[src/rtl/conv_bias_ram_loader.sv]
// Runtime-loadable bias store: a valid/ready byte stream fills DEPTH signed entries,
// which are then served through the same combinational row/col port the bias ROMs use.
//
// state | meaning
// IDLE  | no load since reset; read port returns 0
// LOAD  | accepting beats into mem[wr_ptr]; read port returns 0
// DONE  | all DEPTH entries written; read port serves mem[row]
module conv_bias_ram_loader #(
  parameter int DEPTH  = 32,
  parameter int DATA_W = 8,
  parameter int IDX_W  = 16
) (
  input  logic                     clk,
  input  logic                     rst,
  input  logic                     start,
  input  logic                     s_valid,
  input  logic [DATA_W-1:0]        s_data,
  output logic                     s_ready,
  output logic                     busy,
  output logic                     load_done,
  input  logic [IDX_W-1:0]         row,
  input  logic [IDX_W-1:0]         col,
  output logic signed [DATA_W-1:0] data
);

  localparam int PTR_W = $clog2(DEPTH);
  localparam logic [PTR_W-1:0] LAST_PTR = PTR_W'(DEPTH - 1);
  localparam logic [IDX_W:0] DEPTH_X = (IDX_W + 1)'(DEPTH);

  typedef enum logic [1:0] {
    IDLE = 2'd0,
    LOAD = 2'd1,
    DONE = 2'd2
  } state_t;

  state_t             state;
  logic [PTR_W-1:0]   wr_ptr;
  logic [DATA_W-1:0]  mem [DEPTH];
  logic               accept;
  logic               row_ok;

  assign s_ready = (state == LOAD);
  assign busy    = (state == LOAD);
  assign accept  = s_ready && s_valid;

  always_ff @(posedge clk) begin
    if (rst) begin
      state     <= IDLE;
      wr_ptr    <= '0;
      load_done <= 1'b0;
    end else begin
      case (state)
        IDLE: begin
          if (start) begin
            state  <= LOAD;
            wr_ptr <= '0;
          end
        end
        LOAD: begin
          // start is deliberately ignored here so a stray pulse cannot restart the pointer
          if (accept) begin
            if (wr_ptr == LAST_PTR) begin
              state     <= DONE;
              wr_ptr    <= '0;
              load_done <= 1'b1;
            end else begin
              wr_ptr <= wr_ptr + PTR_W'(1);
            end
          end
        end
        DONE: begin
          if (start) begin
            state     <= LOAD;
            wr_ptr    <= '0;
            load_done <= 1'b0;
          end
        end
        default: begin
          state     <= IDLE;
          wr_ptr    <= '0;
          load_done <= 1'b0;
        end
      endcase
    end
  end

  // Storage is never cleared, so a reset mid-load keeps the partial contents.
  always_ff @(posedge clk) begin
    if (!rst && accept) begin
      mem[wr_ptr] <= s_data;
    end
  end

  assign row_ok = ({1'b0, row} < DEPTH_X);

  always_comb begin
    data = '0;
    if (load_done && row_ok && (col == '0)) begin
      data = $signed(mem[row[PTR_W-1:0]]);
    end
  end

endmodule

[config.mk]
export PLATFORM = sky130hd
export DESIGN_NAME = conv_bias_ram_loader
export DESIGN_NICKNAME = d
export VERILOG_FILES = /design/src/rtl/conv_bias_ram_loader.sv
export SDC_FILE = /design/constraint.sdc
export NUM_CORES = 1
export LEC_CHECK = 0
export ABC_AREA = 1
export CAP_MARGIN = 20
export CELL_PAD_IN_SITES_DETAIL_PLACEMENT = 0
export CELL_PAD_IN_SITES_GLOBAL_PLACEMENT = 1
export CORE_AREA = 8 8 155 157
export DETAILED_ROUTE_END_ITERATION = 12
export DIE_AREA = 0 0 163 165
export PLACE_DENSITY = 0.81
export SKIP_CTS_REPAIR_TIMING = 1
export SLEW_MARGIN = 20
export SYNTH_ARGS = -nofsm -noshare
export SYNTH_HDL_FRONTEND = slang
export SYNTH_SLANG_ARGS = --single-unit
[constraint.sdc]
create_clock -name clk -period 6.6 [get_ports clk]
set_clock_uncertainty 0.05 [all_clocks]
set_input_delay 1.98 -clock clk [delete_from_list [all_inputs] [get_ports clk]]
set_output_delay 1.98 -clock clk [all_outputs]
set_load 0.01 [all_outputs]
# ---- After elaboration in Yosys (flattened, before gate mapping)
# Memories as Yosys holds them, arrays and structs flattened.
# Cells that the tools add are included.
dict set report word_totals {
  rom_bits 0
  ramBits 256
  latchBits 0
  memories 1
  inputBits 44
  register_bits 8
  output_inout_bits 11
  elab_cells 40
}
dict set report classes {
  n_mul 0
  div_mod_pow 0
  magnitude_cmp 1
  n_shift 0
  n_eq_ne 7
  add_sub_neg 1
  mux 15
  n_reduce_logical 11
  bitwise_logic 1
}
# name depth width rd rd_clocked_by_memory_dff write_ports line_no
set memory_table {}
lappend memory_table {mem 32 8 1 0 1 38} ;# logic [DATA_W-1:0] mem [DEPTH];
# operator n
set op_table {}
lappend op_table {{16-bit zero test} 1}
lappend op_table {{16-bit by 6-bit < comparator with 1-bit output (second input constant)} 1}
lappend op_table {{5-bit two-way mux} 3}
lappend op_table {{5-bit one-hot mux with 2 select lines} 1}
lappend op_table {{8-bit two-way mux} 1}
lappend op_table {{2-bit two-way mux} 3}
lappend op_table {{2-bit by 1-bit != test with 1-bit output (second input constant)} 3}
lappend op_table {{5-bit by 1-bit adder with 5-bit output (second input constant)} 1}
lappend op_table {{5-bit == test (second input constant)} 1}
lappend op_table {{1-bit two-way mux} 5}
lappend op_table {{1-bit logical AND} 4}
lappend op_table {{2-bit one-hot mux with 2 select lines} 1}
lappend op_table {{4-bit AND reduction} 1}
lappend op_table {{1-bit one-hot mux with 3 select lines} 1}
lappend op_table {{3-bit AND reduction} 1}
lappend op_table {{2-bit by 1-bit == test with 1-bit output (second input constant)} 1}
lappend op_table {{2-bit == test (second input constant)} 1}
lappend op_table {{2-bit zero test} 1}
lappend op_table {{2-bit != test (second input constant)} 1}
lappend op_table {{2-bit AND reduction} 1}
lappend op_table {{2-bit OR reduction} 1}
lappend op_table {{1-bit zero test} 1}
lappend op_table {{1-bit inverter} 1}

# ---- Logic depth before layout (Yosys ltp)
dict set report logic_depth {
  ltp_word 5
  mapped_depth 11
  mapped_depth_nobuf 9
}

# ---- Least setup slack after synthesis
# Ideal clock, no wire load.
dict set report synth_path {
  path_type {input to output}
  from {input row[3]}
  to {output data[6]}
  t_arrival_ps 2927
  slack_ps 1643
  path_stages 7
  required_ps 4570
  path_cell_list {buf_2 > inv_1 > clkbuf_1 > nand3_1 > nand3_1 > nand2_1 > nor2_1}
}
dict set report synth_between {
  elab_chain_cells 4
}
# element line_no
set synth_rtl {}
lappend synth_rtl {{from (decl)} 21} ;# input logic [IDX_W-1:0] row,
lappend synth_rtl {{16-bit by 6-bit < comparator with 1-bit output} 94} ;# assign row_ok = ({1'b0, row} < DEPTH_X);
lappend synth_rtl {{1-bit logical AND (2 in a row)} 98} ;# if (load_done && row_ok && (col == '0)) begin
lappend synth_rtl {{8-bit two-way mux *} 98}
lappend synth_rtl {{to (decl)} 23} ;# output logic signed [DATA_W-1:0] data
# Every way passes the cells marked *; elsewhere a longest branch is shown, timed or not.

# ---- Worst setup path in the final report
dict set report layout_path {
  from {input row[2]}
  to {output data[7]}
}
# Same word-level chain as after synthesis.

==> results.ini <==
[outcome]
status=completed

[die]
die_w_um=163
num_rows=54
io_pins=55
start_util_pct=51.50
dieArea_mm2=0.02690
core_mm2=0.02149
die_h_um=165

[detailed_routing]
antenna_left=0
drc=0
drt-initial-drc-count=740
wirelength_mm=26.60
wl_met2_mm=13.15
wl_per_cell_um=20.19
dr.pass1.iters=6
routed_via_density=5.571
route.vias.total=7337
wl_met3_mm=1.685
dr.max_layer_used=met4
drt-met1-wl_mm=11.33

[setup_path]
cp_max_fo=32
crit_type=in -> out
end_kind=primary output
worstPathArrival_ps=4100
start_kind=input pin
worstPathRequired_ps=4570

[place]
dp_hpwl_mm=16.21
io_buffers=54
routabilityCongestion=0.8041
dp.cells=1270

[yosys]
synth.distinct_cells=27
yosys_register_bits=264
ys.flop_type=edfxtp_1
synth_most_common_cell=nand2_1
syn_area_mm2=0.01107
synth_area_leader_cell=edfxtp_1
syn_nets=1017
avgSynthCellArea_um2=11.43
ys_top_cells_by_area=edfxtp_1, nand2_1, nand3_1
synthArstFlopShare_pct=0
syn_inst=968
netlist_top_cells_count=nand2_1, edfxtp_1, nand3_1
yosys_warnings=0
ys_seq_area_share_pct=70.92
synth_top_area_share_pct=69.47
synth-edff-count=256

[clock_network]
cts-htree-levels=1
numCtsBuffers=27
cts_tree=done
clkTransAtPathRegs_ps=60
clock_latency_ps=520
cts_num_sinks=264
root_buffer=clkbuf_16
clk_path_buf_depth=3

[grt]
grt_max_degree=69
grt_pass1_wl_mm=41.24
antenna_found_initial=0
grt_usage_pct=20.03
grt_remaining_overflow=0
grt_pass1_vias=7271

[power_and_ir_drop]
p_leak_nw=4.455
peakVddDrop_mv=0.1744
p_per_area_mw_per_mm2=270.1

[final_layout]
drive_gt1_share_pct=6.075
fin_nets=1068
fillers=1799
fin_cells=1317
antennaDiodeCount=0
syn_to_final_growth_pct=13.65

[timing]
post-route-period-util_pct=92.90
setup_viol=0
max_freq_ghz=0.1631
tightest_slew_ps=816.5
post-route-min-period_ps=6132
timing_hold_violations_final=0
max-slew-margin-rel_pct=45.36
tns_ps=0
maxSlewViolCount=0
rsz0062_at_grt=false

[hold_path]
hold_class=reg -> reg

[flow_run]
drv_cap=0

## flip-flops by register name, indices dropped and copies added (netlist names)
name       count
mem          256
load_done      1
wr_ptr         5
state          2
## cells in the final DEF (no fill, tap or decap), types with 2 or more instances in the layout
master,Yosys,layout
nor3_1,2,2
buf_4,11,18
clkinv_1,0,8
clkbuf_1,7,8
clkbuf_16,0,27
clkinv_2,0,4
buf_12,0,6
dfxtp_1,8,8
nor2_1,59,59
ha_1,5,5
nor4_1,4,4
nand2_1,298,298
clkdlybuf4s50_1,0,52
edfxtp_1,256,256
nand4_1,2,2
o21ai_0,6,6
inv_1,24,24
inv_2,3,3
o211ai_1,2,2
nand3_1,222,222
a21oi_1,14,14
## layout make-up
class	count	area, um^2	area share, %
clock buffers	35	705.7	5.611
repair buffers	77	780.7	6.208
flip-flops and latches	264	7848	62.40
inverters	28	107.6	0.8556
clock inverters	12	50.05	0.3980
well taps	280	350.3	2.786
multi-input cells	621	2734	21.74
## through the flow
| step | hold WS (ps) | total power, mW | cell area [um^2] | worst slack, ps | util [%] |
|---|---|---|---|---|---|
| detailed placement | 435.0 | 2.104 | 11820 | 469.0 | 55.01 |
| finish | 435.6 | 3.397 | 12580 | 468.5 | 58.53 |
| global route | 459.5 | 3.493 | 12580 | 308.3 | 58.53 |
| global placement | 430.7 | 2.103 | 11820 | 447.9 | 55.01 |
| floorplan | 429.5 | 2.002 | 11070 | 1643 | - |
| CTS | 441.7 | 3.411 | 12580 | 467.1 | 58.53 |
## report_power, final
group          internal, mW  switching (mW)  total (mW)
Sequential             1.84         0.00246        1.84
Combinational        0.0765           0.149       0.225
Clock                 0.745           0.584        1.33
Total                  2.66           0.735        3.40
## worst paths after layout
kind	startpoint	end	slack [ps]	cells after the start
worst max-delay path	row[2]	data[7]	470	10
worst min-delay path	load_done	load_done	440	2
worst max register to register	state[0]	mem[29][0]	4050	6
worst min register to register	load_done	load_done	440	2
## worst max-delay path, stage by stage
cell,delay (ps)
clkdlybuf4s50_1,440
inv_1,70
buf_4,360
nand3_1,170
nand3_1,120
nand2_1,90
nand2_1,70
nand2_1,50
nor2_1,170
clkdlybuf4s50_1,570
## cell families (layout without fill, tap and decap cells)
| family | after synthesis | after routing | share of synthesized area (%) |
|---|---|---|---|
| compound gates | 24 | 24 | 1.165 |
| xor+xnor | 1 | 1 | 0.07916 |
| fa+ha+maj | 5 | 5 | 0.5654 |
| buf+inv | 83 | 152 | 4.376 |
| flops | 264 | 264 | 70.92 |
| simple gates | 591 | 591 | 22.90 |
## layer usage
layer / GRT usage (%) / up-vias
li1: - / 3474
met1: 26.75 / 3547
met2: 34.16 / 281
met3: 2.717 / 35
met4: 4.962 / 0
met5: 0 / -
Power figures use the tool's default switching activity.
